`src/rtl/bcd_display_feeder_pkg.sv`:
```
// bcd_display_feeder_pkg: shared FSM encoding and BCD widths
package bcd_display_feeder_pkg;
  typedef enum logic [1:0] {IDLE, SHIFT, DONE} state_t;
  localparam int BCD_W   = 12;
  localparam int DIGIT_W = 4;
  localparam int ITER    = 8;
endpackage

```
`src/rtl/bcd_add3.sv`:
```
// bcd_add3: double-dabble nibble adjust, adds 3 when the digit is 5 or more
module bcd_add3
  import bcd_display_feeder_pkg::*;
(
  input  logic [DIGIT_W-1:0] d_i,
  output logic [DIGIT_W-1:0] d_o
);
  always_comb d_o = (d_i >= DIGIT_W'(5)) ? d_i + DIGIT_W'(3) : d_i;
endmodule

```
`src/rtl/bcd_display_feeder.sv`:
```
// bcd_display_feeder: 8-bit binary to 3-digit BCD converter with 7-segment refresh strobe
module bcd_display_feeder
  import bcd_display_feeder_pkg::*;
#(
  parameter int REFRESH_BITS = 17
) (
  input  logic             clk,
  input  logic             rst,
  input  logic [7:0]       bin,
  input  logic             start,
  output logic             busy,
  output logic             done,
  output logic [BCD_W-1:0] bcd,
  output logic [7:0]       sw_out,
  output logic             toggle
);
  state_t                  state_q;
  logic [7:0]              bin_q;
  logic [BCD_W-1:0]        scr_q, bcd_q, adj_d;
  logic [2:0]              cnt_q;
  logic                    busy_q, done_q;
  logic [REFRESH_BITS-1:0] ref_q;
  logic [BCD_W+7:0]        sh_d;
  for (genvar g = 0; g < BCD_W / DIGIT_W; g++) begin : g_add3
    bcd_add3 u_add3 (.d_i(scr_q[g*DIGIT_W +: DIGIT_W]), .d_o(adj_d[g*DIGIT_W +: DIGIT_W]));
  end
  always_comb sh_d = {adj_d, bin_q} << 1;
  always_ff @(posedge clk or posedge rst) begin
    if (rst) begin
      state_q <= IDLE;
      bin_q   <= '0;
      scr_q   <= '0;
      cnt_q   <= '0;
      bcd_q   <= '0;
      busy_q  <= 1'b0;
      done_q  <= 1'b0;
    end else begin
      done_q <= 1'b0;
      case (state_q)
        IDLE: if (start) begin
          bin_q   <= bin;
          scr_q   <= '0;
          cnt_q   <= '0;
          busy_q  <= 1'b1;
          state_q <= SHIFT;
        end
        SHIFT: begin
          {scr_q, bin_q} <= sh_d;
          cnt_q          <= cnt_q + 3'd1;
          state_q        <= (cnt_q == 3'(ITER - 1)) ? DONE : SHIFT;
        end
        DONE: begin
          bcd_q   <= scr_q;
          done_q  <= 1'b1;
          busy_q  <= 1'b0;
          state_q <= IDLE;
        end
        default: state_q <= IDLE;
      endcase
    end
  end
  // free-running display refresh, independent of the converter
  always_ff @(posedge clk or posedge rst) begin
    if (rst) ref_q <= '0;
    else     ref_q <= ref_q + REFRESH_BITS'(1);
  end
  assign busy   = busy_q;
  assign done   = done_q;
  assign bcd    = bcd_q;
  assign sw_out = bcd_q[7:0];
  assign toggle = ref_q[REFRESH_BITS-1];
endmodule

```
`config.mk`:
```
export PLATFORM = sky130hd
export DESIGN_NAME = bcd_display_feeder
export DESIGN_NICKNAME = d
export VERILOG_FILES = /design/src/rtl/bcd_display_feeder_pkg.sv /design/src/rtl/bcd_add3.sv /design/src/rtl/bcd_display_feeder.sv
export SDC_FILE = /design/constraint.sdc
export NUM_CORES = 1
export LEC_CHECK = 0
export CAP_MARGIN = 10
export CELL_PAD_IN_SITES_DETAIL_PLACEMENT = 2
export CELL_PAD_IN_SITES_GLOBAL_PLACEMENT = 2
export CORE_UTILIZATION = 32
export DETAILED_ROUTE_END_ITERATION = 10
export GPL_TIMING_DRIVEN = 0
export PLACE_DENSITY = 0.8
export SKIP_CTS_REPAIR_TIMING = 1
export SLEW_MARGIN = 20
export SYNTH_ARGS = -nofsm -noshare
export SYNTH_HDL_FRONTEND = slang
export SYNTH_SLANG_ARGS = --single-unit
```
`constraint.sdc`:
```
create_clock -name clk -period 1.8 [get_ports clk]
set_clock_uncertainty 0.1 [all_clocks]
set_input_delay 0.36 -clock clk [delete_from_list [all_inputs] [get_ports clk]]
set_output_delay 0.36 -clock clk [all_outputs]
set_load 0.02 [all_outputs]
```
==> summary.md <==
| Metric | Value |
|---|---|
| Gr ovfl total | `0` |
| Pre-antenna DRT Iters | `4` |
| Fraction of registers with async set/reset | `1.00` |
| Post-Syn Area | `2530 um^2` |
| Req. time, crit path | `roughly 1.3 ns` |
| Cell Rows | `32` |
| Sw frac | `0.363` |
| CTS tree | `built` |
| Clk root buf | `clkbuf_8` |
| Clock Sinks | `56` |
| Clk_lat worst skew | `0.31 ns` |
| TritonCTS Buffers | `5` |
| RSZ-0062 raised after global routing | `false` |
| Measured slew at the worst slew-check pin | `between 0.6 and 0.7 ns` |
| Via count | `1769` |
| Vias in the first global route | `between 1500 and 2000` |
| HP Class | `in2async` |
| Post-Syn Nets | `about 250` |
| Die area | `between 8000 and 9000 um^2` |
| Slowest stage delay, CP | `~0.60 ns` |
| Max Slew Vio Count | `0` |
| Total routed wirelength | `about 5600 um` |
| Area growth, synth to finish | `25.3%` |
| Via-to-Cell Ratio | `approximately 4.8` |
| Buf/Inv on CP | `1` |
| YS warnings | `0` |
| Iteration-0 DRC Markers | `around 90` |
| Clock power share | `0.183` |
| Die Width | `between 90 and 100 um` |
| Max Freq | `579 MHz` |
| Crit Path Category | `reg2out` |
| Initial antenna violation count | `0` |
| Final Hold Viols | `0` |
| Sequential share of power | `0.409` |
| Peak supply drop | `a little under 400 uV` |
| Relative slew slack | `0.562` |
| Post-placement cell area | `between 3000 and 4000 um^2` |
| FILL cells | `around 830` |
| CP max FO | `2` |
| Multi-input logic area | `between 900 and 1000 um^2` |
| Final ANT Viol Nets | `0` |
| Avg Inst Size Synth | `about 11 um^2` |
| Starting density of the core | `0.329` |
| Core area | `7690 um^2` |
| Largest net degree at the start of global routing | `31` |
| Final setup viols | `0` |
| First-pass GRT wire length | `around 10000 um` |
| Avg WL per Cell | `between 15 and 20 um` |
| Mapped Cells | `around 230` |
| Post-synthesis cell type count | `32` |
| Clk slew on worst S/H paths | `about 0.10 ns` |
| Psw | `1.66 mW` |
| Nature of the critical path startpoint | `flip-flop` |
| Total track usage | `0.151` |
| PwrDens | `1440 nW/um^2` |
| Critical path, cell by cell | `clkdlybuf4s50_1` |
| Top_reg_cell synth | `dfrtp_1` |
| Fin Setup TNS | `0 ns` |
| H-tree depth | `2` |
| Final #Nets | `roughly 290` |
| Number of flops mapped to enable cells by yosys | `0` |
| IO Port Bufs | `33` |
| Pwr Total | `~4.6 mW` |
| MaxCap Viol Count | `0` |
| Cell area after layout | `roughly 3200 um^2` |
| Pint | `approximately 3 mW` |
| Final period utilization | `0.960` |
| Worst EP arrival | `roughly 1.3 ns` |
| Seq/Total Area, Yosys | `0.553` |
| P_leak | `around 1.7 nW` |
| Status | `finished clean` |
| Share of layout cells above drive strength 1 | `0.134` |
| RD Place Congestion | `between 0.7 and 0.8` |
| DRC | `0` |
| Die Ht | `approximately 90 um` |
| Critical path capture point type | `primary output` |
| Combinational share of power | `0.408` |
| Slowest-stage cell, CP | `clkdlybuf4s50_1` |
| Crit path max-delay family | `buffers and inverters` |
| Minimum clock period | `approximately 1.7 ns` |
| Max clock buf depth | `2` |
| Core Util, Final | `0.413` |
| Register area | `1400 um^2` |
| HPWL Detailed | `between 4000 and 5000 um` |
| Yosys reg bits | `56` |
| IO Pins | `34` |
| Antenna diodes | `0` |
## metal layers
layer | track usage | vias up | part of all wire
met5 | 0 | - | 0
met4 | 0.0357 | 0 | 0.0090
met3 | 0.0310 | 4 | 0.026
met2 | 0.258 | 29 | 0.51
met1 | 0.195 | 904 | 0.46
li1 | - | 832 | -
## placed cells by master (no fill, tap or decap), types with 2 or more instances in the layout
master,n
dfrtp_1,56
clkdlybuf4s50_1,14
xnor2_1,11
ha_1,9
a22o_1,6
mux2_2,6
o21ai_0,23
dlymetal6s2s_1,19
nor2_1,6
mux2i_1,10
buf_2,5
nand2_1,26
buf_4,9
nand2b_1,5
xor2_1,8
inv_1,11
nand4_1,4
a21oi_1,4
clkbuf_8,5
clkinvlp_4,2
nor3_1,4
nand3_1,7
nor2b_1,2
## sequential cells by signal (all words and copies together) (netlist names)
signal,cells
ref_q,17
bcd,12
scr_q,12
bin_q,8
cnt_q,3
state_q,2
busy,1
done,1
## power by group through the flow
stage / Sequential, mW / Clock, mW / Combinational, mW
2_1_floorplan: 1.95 / 0 / 1.19
3_3_place_gp: 1.88 / 0 / 1.84
3_5_place_dp: 1.91 / 0 / 1.94
4_1_cts: 1.89 / 0.868 / 1.95
5_1_grt: 1.94 / 0.905 / 2.09
6_report: 1.87 / 0.836 / 1.87
## layout make-up
cell class	instances	share of cell area
Buffer	16	0.0339
Clock buffer	5	0.0217
Clock inverter	3	0.0134
Inverter	12	0.0154
Multi-Input combinational cell	142	0.308
Sequential cell	56	0.442
Tap cell	102	0.0402
Timing Repair Buffer	34	0.125
## synth_stat cells (2+ instances only)
library cell  count  area (um^2)
buf_2             5         25.0
xnor2_1          11         96.3
nor3_1            4         20.0
nand3_1           7         35.0
a22o_1            6         52.6
buf_4             9         67.6
nor2b_1           2         12.5
nand4_1           4         25.0
o21ai_0          23          115
mux2_2            6         67.6
nor2_1            6         22.5
nand2_1          26         97.6
ha_1              9          113
nand2b_1          5         31.3
dfrtp_1          56         1400
inv_1            12         45.0
a21oi_1           4         20.0
mux2i_1          10          100
xor2_1            8         70.1
## cell families (layout without fill, tap and decap cells)
kind of cell	after synthesis	after routing	share of synthesized area
flip-flops	56	56	0.553
XOR/XNOR	19	19	0.0657
AO/OA/AOI/OAI	37	37	0.0865
AND/OR/NAND/NOR	61	61	0.124
adder cells (fa/ha/maj)	9	9	0.0445
multiplexers	16	16	0.0662
buffers and inverters	28	70	0.0603
## stage by stage
stage,setup WS (ns),std cells,hold WS (ns)
after floorplan,0.355,226,0.340
after global placement,-0.0673,361,0.359
after detailed placement,-0.0864,362,0.370
after CTS,-0.116,370,0.382
after global routing,0.00399,370,0.414
final,0.0718,370,0.371
## worst paths after layout
path                            from        end  slack [ns]  depth (start not counted)
min in group clk           ref_q[13]  ref_q[13]        0.38                          1
setup / recovery             bcd[10]    bcd[10]        0.07                          1
hold / removal                   rst  ref_q[16]        0.37                          2
setup reg to reg            scr_q[0]   scr_q[2]        0.15                          6
hold reg to reg            ref_q[13]  ref_q[13]        0.38                          1
max in group asynchronous        rst   scr_q[4]        0.68                          3
Power figures use the tool's default switching activity.
